File: src/rtl/ad9361_pkg.sv
// Shared types, defaults and the width helper for the AD9361 receive burst controller.
package ad9361_pkg;

    localparam int LEN_WIDTH_DEF = 16;

    typedef enum logic [2:0] {
        ST_IDLE,
        ST_ENA_ON,
        ST_SETTLE,
        ST_CAPTURE,
        ST_ENA_OFF,
        ST_GUARD
    } state_e;

    // Bits needed to hold values 0..value-1.
    function automatic int clog2(input int value);
        int r;
        int v;
        r = 0;
        v = value - 1;
        while (v > 0) begin
            r++;
            v = v >> 1;
        end
        return r;
    endfunction

endpackage

File: src/rtl/ad9361_rx_burst_ctrl_if.sv
// Request handshake and sample stream between the burst controller and its neighbours.
interface ad9361_rx_burst_ctrl_if #(
    parameter int LEN_WIDTH = 16
);
    logic                 req_valid;
    logic                 req_ready;
    logic [LEN_WIDTH-1:0] req_len;
    logic                 in_valid;
    logic                 out_valid;
    logic                 out_last;

    modport master (
        output req_valid, req_len, in_valid,
        input  req_ready, out_valid, out_last
    );

    modport slave (
        input  req_valid, req_len, in_valid,
        output req_ready, out_valid, out_last
    );
endinterface

File: src/rtl/ad9361_cycle_timer.sv
// Loadable down-counter; expire pulses on the last cycle of a loaded interval.
module ad9361_cycle_timer #(
    parameter int WIDTH = 8
) (
    input  logic             clk,
    input  logic             rst,
    input  logic             start,
    input  logic [WIDTH-1:0] load,
    output logic             expire
);
    logic [WIDTH-1:0] cnt_q;
    logic [WIDTH-1:0] cnt_d;

    always_comb begin
        cnt_d = cnt_q;
        if (start) begin
            cnt_d = load;
        end else if (cnt_q != '0) begin
            cnt_d = cnt_q - WIDTH'(1);
        end
    end

    always_ff @(posedge clk) begin
        if (rst) begin
            cnt_q <= '0;
        end else begin
            cnt_q <= cnt_d;
        end
    end

    // A load of N yields N cycles with the count at N..1; expire marks the last.
    assign expire = (cnt_q == WIDTH'(1));
endmodule

File: src/rtl/ad9361_rx_burst_ctrl.sv
// AD9361 pulse-mode ENSM receive burst sequencer with gated sample strobe.
// Build option: define AD9361_RX_ABORT_EN to make the abort input effective.
//   state      | meaning
//   ST_IDLE    | ready for a request
//   ST_ENA_ON  | entry ENABLE pulse
//   ST_SETTLE  | wait for the receive path to settle, samples ignored
//   ST_CAPTURE | pass samples until the counter runs out
//   ST_ENA_OFF | exit ENABLE pulse
//   ST_GUARD   | hold-off before the next request, done on the last cycle
module ad9361_rx_burst_ctrl
    import ad9361_pkg::*;
#(
    parameter int ENABLE_CYCLES = 4,
    parameter int SETTLE_CYCLES = 16,
    parameter int GUARD_CYCLES  = 8,
    parameter int LEN_WIDTH     = LEN_WIDTH_DEF
) (
    input  logic                   clk,
    input  logic                   rst,
    input  logic                   abort,
    output logic                   enable,
    output logic                   txnrx,
    output logic                   busy,
    output logic                   done,
    output logic                   aborted,
    ad9361_rx_burst_ctrl_if.slave  bus
);
    localparam int MAX_AB  = (ENABLE_CYCLES > SETTLE_CYCLES) ? ENABLE_CYCLES : SETTLE_CYCLES;
    localparam int TMR_MAX = (MAX_AB > GUARD_CYCLES) ? MAX_AB : GUARD_CYCLES;
    localparam int TMR_W   = clog2(TMR_MAX + 1);

`ifdef AD9361_RX_ABORT_EN
    localparam bit ABORT_ON = 1'b1;
`else
    localparam bit ABORT_ON = 1'b0;
`endif

    state_e               state_q, state_d;
    logic [LEN_WIDTH-1:0] rem_q, rem_d;
    logic                 aborted_q, aborted_d;
    logic                 zdone_q, zdone_d;
    logic                 tmr_start;
    logic [TMR_W-1:0]     tmr_load;
    logic                 tmr_expire;
    logic                 abort_eff;
    logic                 last_smp;

    assign abort_eff = abort & ABORT_ON;
    assign last_smp  = bus.in_valid && (rem_q == LEN_WIDTH'(1));
    assign txnrx     = 1'b0;

    ad9361_cycle_timer #(.WIDTH(TMR_W)) u_timer (
        .clk    (clk),
        .rst    (rst),
        .start  (tmr_start),
        .load   (tmr_load),
        .expire (tmr_expire)
    );

    always_ff @(posedge clk) begin
        if (rst) begin
            state_q   <= ST_IDLE;
            rem_q     <= '0;
            aborted_q <= 1'b0;
            zdone_q   <= 1'b0;
        end else begin
            state_q   <= state_d;
            rem_q     <= rem_d;
            aborted_q <= aborted_d;
            zdone_q   <= zdone_d;
        end
    end

    always_comb begin
        state_d   = state_q;
        rem_d     = rem_q;
        aborted_d = aborted_q;
        zdone_d   = 1'b0;
        tmr_start = 1'b0;
        tmr_load  = TMR_W'(ENABLE_CYCLES);
        unique case (state_q)
            ST_IDLE: begin
                aborted_d = 1'b0;
                if (bus.req_valid) begin
                    if (bus.req_len == '0) begin
                        zdone_d = 1'b1;
                    end else begin
                        rem_d     = bus.req_len;
                        state_d   = ST_ENA_ON;
                        tmr_start = 1'b1;
                    end
                end
            end
            ST_ENA_ON: begin
                // An abort here is remembered so the entry pulse still completes.
                if (abort_eff) aborted_d = 1'b1;
                if (tmr_expire) begin
                    tmr_start = 1'b1;
                    if (aborted_q || abort_eff) begin
                        state_d = ST_ENA_OFF;
                    end else begin
                        state_d  = ST_SETTLE;
                        tmr_load = TMR_W'(SETTLE_CYCLES);
                    end
                end
            end
            ST_SETTLE: begin
                if (abort_eff) begin
                    aborted_d = 1'b1;
                    state_d   = ST_ENA_OFF;
                    tmr_start = 1'b1;
                end else if (tmr_expire) begin
                    state_d = ST_CAPTURE;
                end
            end
            ST_CAPTURE: begin
                if (bus.in_valid) rem_d = rem_q - LEN_WIDTH'(1);
                // The final sample wins over a coincident abort.
                if (last_smp) begin
                    state_d   = ST_ENA_OFF;
                    tmr_start = 1'b1;
                end else if (abort_eff) begin
                    aborted_d = 1'b1;
                    state_d   = ST_ENA_OFF;
                    tmr_start = 1'b1;
                end
            end
            ST_ENA_OFF: begin
                if (tmr_expire) begin
                    state_d   = ST_GUARD;
                    tmr_start = 1'b1;
                    tmr_load  = TMR_W'(GUARD_CYCLES);
                end
            end
            ST_GUARD: begin
                if (tmr_expire) state_d = ST_IDLE;
            end
            default: state_d = ST_IDLE;
        endcase
    end

    always_comb begin
        enable        = 1'b0;
        busy          = 1'b1;
        bus.req_ready = 1'b0;
        bus.out_valid = 1'b0;
        bus.out_last  = 1'b0;
        done          = zdone_q;
        aborted       = 1'b0;
        unique case (state_q)
            ST_IDLE: begin
                busy          = 1'b0;
                bus.req_ready = 1'b1;
            end
            ST_ENA_ON, ST_ENA_OFF: enable = 1'b1;
            ST_CAPTURE: begin
                bus.out_valid = bus.in_valid;
                bus.out_last  = last_smp;
            end
            ST_GUARD: begin
                done    = tmr_expire;
                aborted = tmr_expire & aborted_q;
            end
            default: ;
        endcase
    end
endmodule

File: src/flat_wrapper.sv
// flat-port wrapper written by rule: the top's interface ports become plain ports
module ad9361_rx_burst_ctrl_flat import ad9361_pkg::*;
#(
    parameter int ENABLE_CYCLES = 4,
    parameter int SETTLE_CYCLES = 16,
    parameter int GUARD_CYCLES  = 8,
    parameter int LEN_WIDTH     = LEN_WIDTH_DEF
)
  (clk, rst, abort, enable, txnrx, busy, done, aborted, bus_req_valid, bus_req_len, bus_in_valid, bus_req_ready, bus_out_valid, bus_out_last);
  ad9361_rx_burst_ctrl_if #(.LEN_WIDTH(LEN_WIDTH)) bus_i ();
  input  logic clk;
  input  logic rst;
  input  logic abort;
  output logic enable;
  output logic txnrx;
  output logic busy;
  output logic done;
  output logic aborted;
  input wire logic [$bits(bus_i.req_valid)-1:0] bus_req_valid;
  input wire logic [$bits(bus_i.req_len)-1:0] bus_req_len;
  input wire logic [$bits(bus_i.in_valid)-1:0] bus_in_valid;
  output wire logic [$bits(bus_i.req_ready)-1:0] bus_req_ready;
  output wire logic [$bits(bus_i.out_valid)-1:0] bus_out_valid;
  output wire logic [$bits(bus_i.out_last)-1:0] bus_out_last;
  assign bus_i.req_valid = bus_req_valid;
  assign bus_i.req_len = bus_req_len;
  assign bus_i.in_valid = bus_in_valid;
  assign bus_req_ready = bus_i.req_ready;
  assign bus_out_valid = bus_i.out_valid;
  assign bus_out_last = bus_i.out_last;
  ad9361_rx_burst_ctrl #(.ENABLE_CYCLES(ENABLE_CYCLES), .SETTLE_CYCLES(SETTLE_CYCLES), .GUARD_CYCLES(GUARD_CYCLES), .LEN_WIDTH(LEN_WIDTH)) u_core (.clk(clk), .rst(rst), .abort(abort), .enable(enable), .txnrx(txnrx), .busy(busy), .done(done), .aborted(aborted), .bus(bus_i));
endmodule
File: config.mk
export PLATFORM = sky130hd
export DESIGN_NAME = ad9361_rx_burst_ctrl_flat
export DESIGN_NICKNAME = d
export VERILOG_FILES = /design/src/rtl/ad9361_pkg.sv /design/src/rtl/ad9361_rx_burst_ctrl_if.sv /design/src/rtl/ad9361_cycle_timer.sv /design/src/rtl/ad9361_rx_burst_ctrl.sv /design/src/flat_wrapper.sv
export SDC_FILE = /design/constraint.sdc
export NUM_CORES = 1
export LEC_CHECK = 0
export ABC_AREA = 1
export BUFFER_PORTS_ARGS = -buffer_cell sky130_fd_sc_hd__buf_2
export CORE_MARGIN = 2
export CORE_UTILIZATION = 40
export CTS_CLUSTER_SIZE = 28
export DETAILED_ROUTE_END_ITERATION = 8
export PLACE_DENSITY_LB_ADDON = 0.15
export SLEW_MARGIN = 10
export SYNTH_ARGS = -nofsm -noshare
export SYNTH_HDL_FRONTEND = slang
export SYNTH_SLANG_ARGS = --single-unit
File: constraint.sdc
create_clock -name clk -period 1.8 [get_ports clk]
set_clock_uncertainty 0.05 [all_clocks]
set_input_delay 0.54 -clock clk [delete_from_list [all_inputs] [get_ports clk]]
set_output_delay 0.54 -clock clk [all_outputs]
set_load 0.01 [all_outputs]
* Word level (Yosys, flattened, before mapping)
Cells that the tools add are included.
Operators by class: add/subtract/negate cells 2, multiply operators 0, div/mod/pow operators 0, magnitude comparators 0, equality and inequality tests 15, shifts and indexed selects 0, mux-type cells 29, bitwise operators 2, reductions and logical operators 10
Operators with widths (count):
- 16-bit two-way mux | 3
- 16-bit one-hot mux with 2 select lines | 1
- 3-bit two-way mux | 7
- 3-bit one-hot mux with 6 select lines | 1
- 16-bit by 1-bit == test with 1-bit output, second input constant | 1
- 16-bit zero test | 1
- 16-bit by 1-bit subtractor with 16-bit output, second input constant | 1
- 5-bit two-way mux | 3
- 1-bit two-way mux | 11
- 2-bit by 1-bit != test with 1-bit output, second input constant | 5
- 5-bit one-hot mux with 2 select lines | 1
- 7-bit AND reduction | 1
- 3-bit by 2-bit == test with 1-bit output, second input constant | 2
- 3-bit == test, second input constant | 2
- 2-bit != test, second input constant | 3
- 5-bit by 1-bit == test with 1-bit output, second input constant | 1
- 5-bit nonzero test | 1
- 5-bit by 1-bit subtractor with 5-bit output, second input constant | 1
- 4-bit two-way mux | 1
- 4-bit AND reduction | 1
- 2-bit nonzero test | 2
- 3-bit by 1-bit == test with 1-bit output, second input constant | 1
- 3-bit zero test | 1
- 1-bit one-hot mux with 3 select lines | 1
- other kinds (4) | 5
Storage, ports and cells: flip-flop bits (word level) 25, bits in latches 0, bits in writable memories 0, ROM bits 0, bits of input ports 21, output and inout bits 8, logic and storage cells 62, memories 0

* Logic depth before layout (Yosys ltp)
depth in word-level cells 5, mapped depth 10, gate-level depth less buffers 10

* Hierarchy
From an unflattened synthesis, not the netlist that was laid out.
Second synthesis, totals: cell total of the unflattened synthesis 321, area, all modules 1870.5 µm²
Modules (own cells, without submodules):
- ad9361_rx_burst_ctrl | times used 1, cells an instance 273, area an instance 1557.7 µm², seq. area each 400.4 µm²
- ad9361_cycle_timer | times used 1, cells an instance 48, area an instance 312.8 µm², seq. area each 100.1 µm²

* Worst setup path after synthesis
Ideal clock, no wire load.
path type register to output, start point register u_core.state_q[0], end point output port bus_out_last, data arrival time 0.978 ns, data required time 1.210 ns, setup slack 0.232 ns, cell stages (with the launch flop) 4, buffers on the path 1, cell sequence dfxtp_1 nand3_4 clkbuf_1 nor2_1
On the way: longest elaborated chain between the ends 2
RTL lines:
- from (decl) | RTL line ad9361_rx_burst_ctrl.sv:38 | state_e state_q, state_d;
- from (signal assigned) | RTL line ad9361_rx_burst_ctrl.sv:67 | state_q <= state_d;
- 3-bit by 2-bit == test with 1-bit output | RTL line ad9361_rx_burst_ctrl.sv:150 | unique case (state_q)
- 1-bit two-way mux | RTL line ad9361_rx_burst_ctrl.sv:150
- to (decl) | RTL line flat_wrapper.sv:24 | output wire logic [$bits(bus_i.out_last)-1:0] bus_out_last;
No other way between the ends.

* Worst setup path in the final report
start point register u_core.rem_q[1], end point output port bus_out_last
On the way: longest elaborated chain between the ends 3
RTL lines:
- from (decl) | RTL line ad9361_rx_burst_ctrl.sv:39 | logic [LEN_WIDTH-1:0] rem_q, rem_d;
- from (signal assigned) | RTL line ad9361_rx_burst_ctrl.sv:68 | rem_q <= rem_d;
- 16-bit by 1-bit == test with 1-bit output | RTL line ad9361_rx_burst_ctrl.sv:49 | assign last_smp = bus.in_valid && (rem_q == LEN_WIDTH'(1));
- 1-bit logical AND | RTL line ad9361_rx_burst_ctrl.sv:49
- 1-bit two-way mux | RTL line ad9361_rx_burst_ctrl.sv:150
No other way between the ends.

==> impl_metrics.ini <==
[run_status]
run_status = complete, but fails checks
violations = negative setup slack

[sta]
hold_violations = 0
fin_setup_tns_ns = -0.115
finalMaxSlewViolations = 0
period_minus_slack_ns = 1.92
fin_crit_sh_pct = 106
setup_slack_ns = -0.115
rsz0062_at_grt = true
finalSetupViolations = 1
clock.fmax_ghz = 0.522

[clocking]
clk_latency_ns = 0.27
h-tree-depth = 1
cts_root_buf = clkbuf_8
cts_tree = yes
cts.reportedPaths.clkPinSlew_ns = 0.09
clk_path_buf_depth = 2
cts_hold_repair.buffers = 0
cts_sinks = 25
cts_inserted_buffers = 3

[floorplanning]
die_area_sq_um = 5200
rows = 24
die_h_microns = 72.1
io_pins = 29
die-width_microns = 72.1
start_util_pct = 42.0
core-area_sq_um = 4410

[logic_synthesis]
synthArstFlopShare_pct = 0
synth_compound_area_share_pct = 10.7
synth_commonest_cells = 75 x nand2_1, 59 x nor2_1, 31 x inv_1
synthAdderAreaFrac_pct = 3.37
synthSimpleGateAreaFrac_pct = 42.5
ys.flop_type = dfxtp_1
syn-cell-area_sq_um = 1850
ys_top_cells_by_area = dfxtp_1 27%, nand2_1 15%, nor2_1 12%
syn_inst = 303
synth.most_common_cell = nand2_1
synthXorXnorAreaFrac_pct = 5.20
ys_seq_area_share_pct = 27.0
netlist.area_leader.share_pct = 27.0
synth.ff_latch_count = 25
yosysWarnings = 0
synth_mux_area_share_pct = 0.540
synth_top_family_by_area = simple AND/OR/NAND/NOR gates
synth_edf_count = 0
synth_top_area_cell = dfxtp_1
yosysUniqueCellTypes = 27
syn_avg_cell_area_sq_um = 6.12

[place]
hpwl_microns = 3560
placed_cell_area_sq_um = 2100
gp_congestion = 0.823
port_buffers = 25
post-place-ws_ns = -0.0460

[job]
drv_cap = 0

[cells_and_area]
area_growth_pct = 25.4
multiInputGateArea_sq_um = 1240
final_util_pct = 52.7
final_area_sq_um = 2330
n_fill_cell = 471
diodes = 0
nets = 378
drive_above_1_share_pct = 27.1
final-seq-area_sq_um = 513

[worst_setup_path]
path_delay_family = simple AND/OR/NAND/NOR gates
slowest_delay_ns = 0.34
path_class = reg -> out
startpoint = u_core.rem_q[1]
worstSetupStartpointType = flop
path_cells = inv_2 -> ha_4 -> nand4_1 -> nor2_1 -> nand4_1 -> nor2_1 -> buf_2
arrival_ns = 1.33
crit_buf_inv = 2
cp_slowest_cell = dfxtp_2
cp.required_ns = 1.21
end_kind = primary output
worst-path-max-fanout = 2
rr_startpoint = u_core.rem_q[0]

[drt]
drtIter0Drc = 102
routedWlPerCell_microns = 11.8
vias = 1976
vias_per_cell = 4.90
drtPass1Iterations = 4
postRouteAntennaNets = 0
wl_microns = 4750
drc = 0

[global_route]
overflow = 0
grt_pass1_vias = 1819
grt_start_max_net_pins = 15
grt_pass1_wl_microns = 8090
antenna_found_initial = 0
track_usage_pct = 19.5

[power_and_ir_drop]
leakage_uw = 0.00115
power_density_nw_per_um2 = 1500
ir_drop_mv = 0.691
combPwrFrac_pct = 62.4
p_clk_share_pct = 9.8
p_int_uw = 1810
finalPower_uw = 3490
power.switching_uw = 1680
p_seq_share_pct = 27.7
switching_share_pct = 48.2

[worst_hold_path]
hp-start = u_core.rem_q[8]
hp-class = reg -> reg
==> cells in the final DEF (no fill, tap or decap), types with 2 or more instances in the layout <==
cell type,instances
xnor2_1,5
o21ai_1,5
inv_2,4
nand3_4,2
nor3_1,3
nand2_1,75
buf_2,25
xor2_1,6
nor2_2,6
nand4_1,8
ha_1,2
conb_1,2
nor2_4,5
nand3_1,18
or2_2,6
nand2_4,2
ha_4,2
clkbuf_8,3
dfxtp_2,10
inv_1,29
o21ai_0,17
nor2_1,52
buf_4,25
dfxtp_1,15
a21oi_1,16
==> power by group through the flow <==
stage / Clock (uW) / Combinational (uW) / Sequential, uW
after floorplan: 0 / 1500 / 889
after global placement: 0 / 1920 / 930
after detailed placement: 0 / 1940 / 932
after CTS: 359 / 2020 / 935
after global routing: 380 / 2490 / 991
final: 343 / 2180 / 967
==> worst register-to-register path, delay by kind of cell, from the launching register on <==
kind / cells / cell delay, ns
buffers and inverters: 4 / 0.49
AND/OR/NAND/NOR: 3 / 0.27
AO/OA/AOI/OAI: 1 / 0.14
flip-flops: 1 / 0.35
adder cells (fa/ha/maj): 1 / 0.20
XOR/XNOR: 1 / 0.15
==> per-layer routing <==
layer	share of wire, %	global-route usage, %	up-vias
li1	-	-	1053
met1	47	25.6	878
met2	48	33.9	43
met3	4.7	3.75	2
met4	0.32	2.52	0
met5	0	0	-
==> flip-flops by register name, summed over array words and instances (netlist names) <==
signal and cells:
u_core.rem_q 16, u_core.zdone_q 1, u_core.state_q 3, u_core.u_timer.cnt_q 5
==> final cells by class <==
class,count,area share [%]
repair buffers,51,14.3
inverters,33,5.33
clock inverters,1,0.215
flip-flops and latches,25,22.1
multi-input cells,238,53.5
well taps,52,2.80
clock buffers,3,1.78
==> cell families after synthesis <==
logic type                 after synthesis
buffers and inverters                   41
adders and majority gates                5
AOI/OAI and AO/OA                       39
and+or+nand+nor                        180
DFF                                     25
other                                    1
muxes                                    1
xor gates and xnor gates                11
==> worst paths after layout <==
kind | slack, ns | endpoint | cells past startpoint
worst max-delay path | -0.12 | bus_out_last | 7
worst min register to register | 0.46 | u_core.rem_q[8] | 2
worst max register to register | 0.09 | u_core.rem_q[12] | 10
worst min-delay path | 0.46 | u_core.rem_q[8] | 2
==> stage by stage <==
step                std cells  hold slack, ns
CTS                       396           0.477
global placement          388           0.452
global route              403           0.470
detailed placement        388           0.462
finish                    403           0.456
floorplan                 304           0.425
==> repair_timing <==
item | in CTS | in global routing
buffers inserted | 4 | 7
resized for setup | 13 | 20
pin swaps | 4 | 5
setup endpoints to repair | 4 | 11
Note: power is estimated with default switching activity, not from simulation.
